<file path="src/rtl/mem_access_stage.sv">
// Memory-access pipeline stage: drives the data-memory port, extracts load data and registers MEM/WB.
// Optional misalignment trapping is enabled by defining MEM_MISALIGN_TRAP_EN.
module mem_access_stage #(
  parameter int TIMEOUT = 16,
  parameter int CNT_W   = 5
) (
  input  logic        clk,
  input  logic        reset,
  input  logic [31:0] mem_alu_out_in,
  input  logic [31:0] mem_rv1_in,
  input  logic [31:0] mem_pc_imm_in,
  input  logic [31:0] mem_imm_in,
  input  logic [4:0]  mem_rd_in,
  input  logic [1:0]  mem_reg_in_sel_in,
  input  logic [3:0]  mem_dwe_in,
  input  logic [2:0]  mem_func3_in,
  input  logic        mem_mem_reg_in,
  input  logic        mem_reg_wr_in,
  output logic        dmem_req,
  output logic [31:0] dmem_addr,
  output logic [3:0]  dmem_we,
  output logic [31:0] dmem_wdata,
  input  logic [31:0] dmem_rdata,
  input  logic        dmem_ready,
  output logic        mem_stall,
  output logic        bus_err,
  output logic [31:0] wb_data,
  output logic [4:0]  wb_rd,
  output logic        wb_reg_wr
`ifdef MEM_MISALIGN_TRAP_EN
  ,
  output logic        misalign_trap,
  output logic [31:0] misalign_addr
`endif
);

  typedef enum logic [0:0] {IDLE, WAIT} state_e;

  state_e             state_q, state_d;
  logic [CNT_W-1:0]   waitCnt_q, waitCnt_d;
  logic               busErr_q;
  logic [31:0]        wbData_q;
  logic [4:0]         wbRd_q;
  logic               wbRegWr_q;

  logic               memOp;
  logic               opEff;
  logic               misaligned;
  logic               timeoutHit;
  logic [1:0]         addrLo;
  logic [7:0]         loadByte;
  logic [15:0]        loadHalf;
  logic [31:0]        loadData;
  logic [31:0]        selData;
  logic [31:0]        wbNext;

  assign addrLo = mem_alu_out_in[1:0];
  assign memOp  = mem_mem_reg_in | (|mem_dwe_in);

`ifdef MEM_MISALIGN_TRAP_EN
  logic        trap_q;
  logic [31:0] trapAddr_q;
  logic        loadMis;
  logic        storeMis;

  // Halfword accesses need bit 0 clear, word accesses need both low bits clear.
  always_comb begin
    loadMis = 1'b0;
    if (mem_mem_reg_in) begin
      case (mem_func3_in)
        3'b001, 3'b101: loadMis = addrLo[0];
        3'b010:         loadMis = |addrLo;
        default:        loadMis = 1'b0;
      endcase
    end
  end

  always_comb begin
    storeMis = 1'b0;
    case (mem_dwe_in)
      4'b0011: storeMis = addrLo[0];
      4'b1111: storeMis = |addrLo;
      default: storeMis = 1'b0;
    endcase
  end

  assign misaligned    = loadMis | storeMis;
  assign misalign_trap = trap_q;
  assign misalign_addr = trapAddr_q;
`else
  assign misaligned = 1'b0;
`endif

  assign opEff = memOp & ~misaligned;

  // Memory port is purely combinational off the held EX/MEM bundle.
  assign dmem_req  = opEff;
  assign dmem_addr = {mem_alu_out_in[31:2], 2'b00};

  always_comb begin
    dmem_we = 4'b0000;
    if (opEff) dmem_we = mem_dwe_in << addrLo;
  end

  always_comb begin
    case (mem_dwe_in)
      4'b0001: dmem_wdata = {4{mem_rv1_in[7:0]}};
      4'b0011: dmem_wdata = {2{mem_rv1_in[15:0]}};
      default: dmem_wdata = mem_rv1_in;
    endcase
  end

  always_comb begin
    case (addrLo)
      2'd0:    loadByte = dmem_rdata[7:0];
      2'd1:    loadByte = dmem_rdata[15:8];
      2'd2:    loadByte = dmem_rdata[23:16];
      default: loadByte = dmem_rdata[31:24];
    endcase
    loadHalf = addrLo[1] ? dmem_rdata[31:16] : dmem_rdata[15:0];
  end

  always_comb begin
    case (mem_func3_in)
      3'b000:  loadData = {{24{loadByte[7]}}, loadByte};
      3'b100:  loadData = {24'h0, loadByte};
      3'b001:  loadData = {{16{loadHalf[15]}}, loadHalf};
      3'b101:  loadData = {16'h0, loadHalf};
      default: loadData = dmem_rdata;
    endcase
  end

  always_comb begin
    case (mem_reg_in_sel_in)
      2'b01:   selData = mem_imm_in;
      2'b10:   selData = mem_pc_imm_in;
      default: selData = mem_alu_out_in;
    endcase
  end

  assign wbNext = mem_mem_reg_in ? loadData : selData;

  // FSM state and wait-counter register.
  always_ff @(posedge clk) begin
    if (reset) begin
      state_q   <= IDLE;
      waitCnt_q <= '0;
    end else begin
      state_q   <= state_d;
      waitCnt_q <= waitCnt_d;
    end
  end

  // A late ready in the final WAIT cycle takes priority over the timeout.
  always_comb begin
    state_d   = state_q;
    waitCnt_d = waitCnt_q;
    case (state_q)
      IDLE: begin
        if (opEff && !dmem_ready) begin
          state_d   = WAIT;
          waitCnt_d = CNT_W'(1);
        end
      end
      WAIT: begin
        if (!opEff || dmem_ready || (waitCnt_q == CNT_W'(TIMEOUT))) begin
          state_d   = IDLE;
          waitCnt_d = '0;
        end else begin
          waitCnt_d = waitCnt_q + CNT_W'(1);
        end
      end
      default: begin
        state_d   = IDLE;
        waitCnt_d = '0;
      end
    endcase
  end

  always_comb begin
    timeoutHit = (state_q == WAIT) && (waitCnt_q == CNT_W'(TIMEOUT)) && !dmem_ready;
    mem_stall  = opEff & ~dmem_ready & ~timeoutHit;
  end

  always_ff @(posedge clk) begin
    if (reset) begin
      busErr_q <= 1'b0;
    end else if (timeoutHit) begin
      busErr_q <= 1'b1;
    end
  end

  // MEM/WB boundary: stalls and aborted or trapped accesses become bubbles.
  always_ff @(posedge clk) begin
    if (reset) begin
      wbData_q  <= '0;
      wbRd_q    <= '0;
      wbRegWr_q <= 1'b0;
    end else if (mem_stall || timeoutHit || misaligned) begin
      wbRegWr_q <= 1'b0;
    end else begin
      wbData_q  <= wbNext;
      wbRd_q    <= mem_rd_in;
      wbRegWr_q <= mem_reg_wr_in;
    end
  end

`ifdef MEM_MISALIGN_TRAP_EN
  always_ff @(posedge clk) begin
    if (reset) begin
      trap_q     <= 1'b0;
      trapAddr_q <= '0;
    end else begin
      trap_q <= misaligned;
      if (misaligned) trapAddr_q <= mem_alu_out_in;
    end
  end
`endif

  assign bus_err   = busErr_q;
  assign wb_data   = wbData_q;
  assign wb_rd     = wbRd_q;
  assign wb_reg_wr = wbRegWr_q;

endmodule

</file>
<file path="config.mk">
export PLATFORM = sky130hd
export DESIGN_NAME = mem_access_stage
export DESIGN_NICKNAME = d
export VERILOG_FILES = /design/src/rtl/mem_access_stage.sv
export SDC_FILE = /design/constraint.sdc
export NUM_CORES = 1
export LEC_CHECK = 0
export CAP_MARGIN = 20
export CORE_MARGIN = 2
export CORE_UTILIZATION = 37
export CTS_CLUSTER_SIZE = 28
export DETAILED_ROUTE_END_ITERATION = 8
export MAX_ROUTING_LAYER = met4
export PLACE_DENSITY_LB_ADDON = 0.25
export SYNTH_ARGS = -nofsm -noshare
export SYNTH_HDL_FRONTEND = slang
export SYNTH_SLANG_ARGS = --single-unit
</file>
<file path="constraint.sdc">
create_clock -name clk -period 2.15 [get_ports clk]
set_input_delay 0.43 -clock clk [delete_from_list [all_inputs] [get_ports clk]]
set_output_delay 0.43 -clock clk [all_outputs]
set_load 0.005 [all_outputs]
</file>
==> results.md <==
* Syn_area_per_cell at 7.92 µm²
* Data arrival time of the worst path at 1680 ps
* Area growth, synth to finish at 78.6%
* Commonest non-fill, non-tap cells in the layout: clkdlybuf4s50_1 (251), buf_4 (63), a21oi_1 (57)
* Area of the mapped netlist at 4270 µm²
* Clock transition at the registers of the reported paths at 70 ps
* GPL Wtd Cong at 0.992
* Total gr overflow at 0
* Share of post-route cells with drive strength above 1 at 0.185
* Hold WS at 485 ps
* Chip Height at 111 µm
* Drt total wl at 18100 µm
* Outcome: finished clean
* Top_reg_cell synth: dfxtp_1
* Largest net degree at the start of global routing at 30
* Ant diodes at 0
* DRC at 0
* CP max FO at 7
* Chip width at 111 µm
* CORE AREA at 11300 µm²
* Met3 wire length at 1470 µm
* Slew Limit Fails at 0
* Vias in the first global route at 5454
* RSZ-0062 raised after global routing: yes
* Power, Total at 3.08 mW
* Critical path type: in2out
* FMAX at 473 MHz
* Synth Area in Adders at 0.0117
* CTS Buffer Depth at 2
* Post-synthesis xor/xnor area fraction at 0
* Leakage at 2.98 nW
* ANT nets after route at 0
* Number of synthesized flops with an enable pin at 0
* H-Tree Depth at 2
* I/O pin count at 288
* Fin crit period at 2110 ps
* PD cells at 404 nW/µm²
* HP Class: reg2reg
* Flops & latches, synth at 45
* Filler cells at 950
* Final period util at 0.983
* Synth Area in Compound Gates at 0.375
* Final setup fails at 0
* Highest Signal Layer: met4
* CP required at 1720 ps
* Yosys cell types at 58
* Fin nets at 995
* Drt first pass iters at 5
* CTS tree: yes
* CP Capture Type: output pin
* Crit start category: primary input
* Starting Density at 0.377
* Clock Latency Late Sink at 290 ps
* Post-synthesis sequential area ratio at 0.211
* Multiplexer area fraction after synthesis at 0.0938
* Via count at 5376
* Routed len/inst at 18.9 µm
* Slowest cell on crit path: mux2_4
* Most common cell after layout, fill and taps aside: clkdlybuf4s50_1
* IR Drop Worst-Case VDD at 0.273 mV
* Total track usage at 0.290
* Worst path bufs/invs at 5
* Hold Buf Count CTS at 0
* Register area at 902 µm²
* DR iter-0 viols at 301
* Cell mode on critical path: buf_6
* Routed vias/inst at 5.62
* Die ar. at 12400 µm²
* CP peak stage delay at 300 ps
* Row count at 39
* Max cap viols at 0
* Clock Sinks at 45
* Cells after Synth at 539
* Yosys warns at 0
* FFs w/ async S/R, synth at 0
* Largest delay share family, worst path: buffers and inverters
* Antenna violations before repair at 0
* IO buf count at 285
* Multi-input gate area at 2810 µm²
* Post-DP HPWL at 14600 µm
* Global-route wire length before repair at 28500 µm
* Met2 WL post-DR at 8970 µm
* Simple-gate share of the synthesized area at 0.163
* Final Skew at 8.05 ps
* Root buffer cell: clkbuf_16
* Largest family of logic cells by synthesized area: compound AO/OA/AOI/OAI gates
* Final Hold Viols at 0
* CTS buffer count at 5
* Wl on met1 at 7130 µm
* Critical path cell sequence: buf_8 > nor2_4 > and2_4 > nor2b_4 > buf_6 > buf_6 > buf_6 > mux2_4 > buf_6
-- flip-flops by register name, summed over array words and instances (netlist names) --
signal	count
wb_data	32
bus_err	1
wb_reg_wr	1
state_q	1
wb_rd	5
waitCnt_q	5
-- final cells by class --
type	instances	area share
multi-input combinational	387	0.369
clock inverter	3	0.00328
sequential	45	0.118
clock buffer	5	0.0164
inverter	10	0.00493
tap	143	0.0235
timing repair buffer	363	0.465
-- cell usage after synthesis, drive strengths merged (2+ instances only) --
| cell type | number | area (µm²) |
|---|---|---|
| o22ai | 2 | 32.5 |
| o211ai | 32 | 240 |
| a311oi | 15 | 131 |
| nand2 | 33 | 124 |
| a22o | 2 | 17.5 |
| a31oi | 7 | 43.8 |
| o221ai | 4 | 35.0 |
| a211o | 2 | 17.5 |
| nand3b | 3 | 22.5 |
| a21oi | 58 | 290 |
| ha | 4 | 50.1 |
| a211oi | 9 | 67.6 |
| nand4 | 2 | 12.5 |
| nand2b | 15 | 93.8 |
| a221o | 7 | 70.1 |
| o21ai | 24 | 120 |
| nand4b | 2 | 17.5 |
| a221oi | 22 | 193 |
| o41ai | 16 | 215 |
| dfxtp | 45 | 901 |
| nor2 | 31 | 116 |
| clkbuf | 24 | 91.3 |
| nor3 | 5 | 36.3 |
| or2 | 2 | 12.5 |
| nor2b | 12 | 75.1 |
| a31o | 7 | 61.3 |
| nor3b | 2 | 20.0 |
| and2 | 2 | 12.5 |
| buf | 74 | 485 |
| inv | 10 | 37.5 |
| nand3 | 13 | 77.6 |
| mux2 | 16 | 180 |
| mux2i | 22 | 220 |
-- cells by family (layout without fill, tap and decap cells) --
kind of cell,Yosys count,count (layout)
muxes,38,38
and+or+nand+nor,129,129
AOI/OAI and AO/OA,214,214
other,1,2
DFF,45,45
buffers and inverters,108,381
adders and majority gates,4,4
-- where the power goes --
| part | switching, mW | internal, mW | total (mW) |
|---|---|---|---|
| combinational | 0.540 | 0.808 | 1.35 |
| sequential | 0.0387 | 0.895 | 0.934 |
| clock | 0.356 | 0.437 | 0.794 |
| total | 0.935 | 2.14 | 3.08 |
-- metrics by stage --
stage / utilization / instance area, µm² / std cells / setup TNS (ps) / worst slack [ps]
3_3_place_gp: 0.646 / 7310 / 937 / -19310 / -500
4_1_cts: 0.670 / 7580 / 953 / -55.8 / -55.8
5_1_grt: 0.673 / 7620 / 956 / -14.7 / -14.7
2_1_floorplan: - / 4270 / 540 / 0 / 107
3_5_place_dp: 0.646 / 7310 / 937 / -22810 / -575
6_report: 0.673 / 7620 / 956 / 0 / 35.9
-- path summary, 6_finish.rpt --
kind              slack, ps                       from  cells after the start                        to
setup / recovery         40              mem_dwe_in[2]                      9             dmem_wdata[8]
hold / removal          480       bus_err$_SDFFE_PP0P_                      2      bus_err$_SDFFE_PP0P_
setup reg to reg        180  waitCnt_q[0]$_SDFFE_PP0P_                      7  wb_data[30]$_SDFFE_PP0N_
hold reg to reg         480       bus_err$_SDFFE_PP0P_                      2      bus_err$_SDFFE_PP0P_
-- layer usage --
layer,up-vias,GRT usage
li1,2570,-
met1,2504,0.338
met2,267,0.494
met3,35,0.0670
met4,0,0.0979
met5,-,-
-- worst reg2reg max path, stage by stage (launching register included) --
cell	delay, ps
dfxtp_2	360
inv_1	60
ha_1	190
and4bb_2	240
buf_4	150
nand3b_1	160
nand3_4	260
o41ai_1	440
-- repair_timing --
item                                    4_1_cts  5_1_grt
endpoints found under the setup margin       39       18
pin swaps                                     2        1
resized for setup                            80        9
cloned                                        2        0
buffers inserted                              6        3
Power figures use the tool's default switching activity.
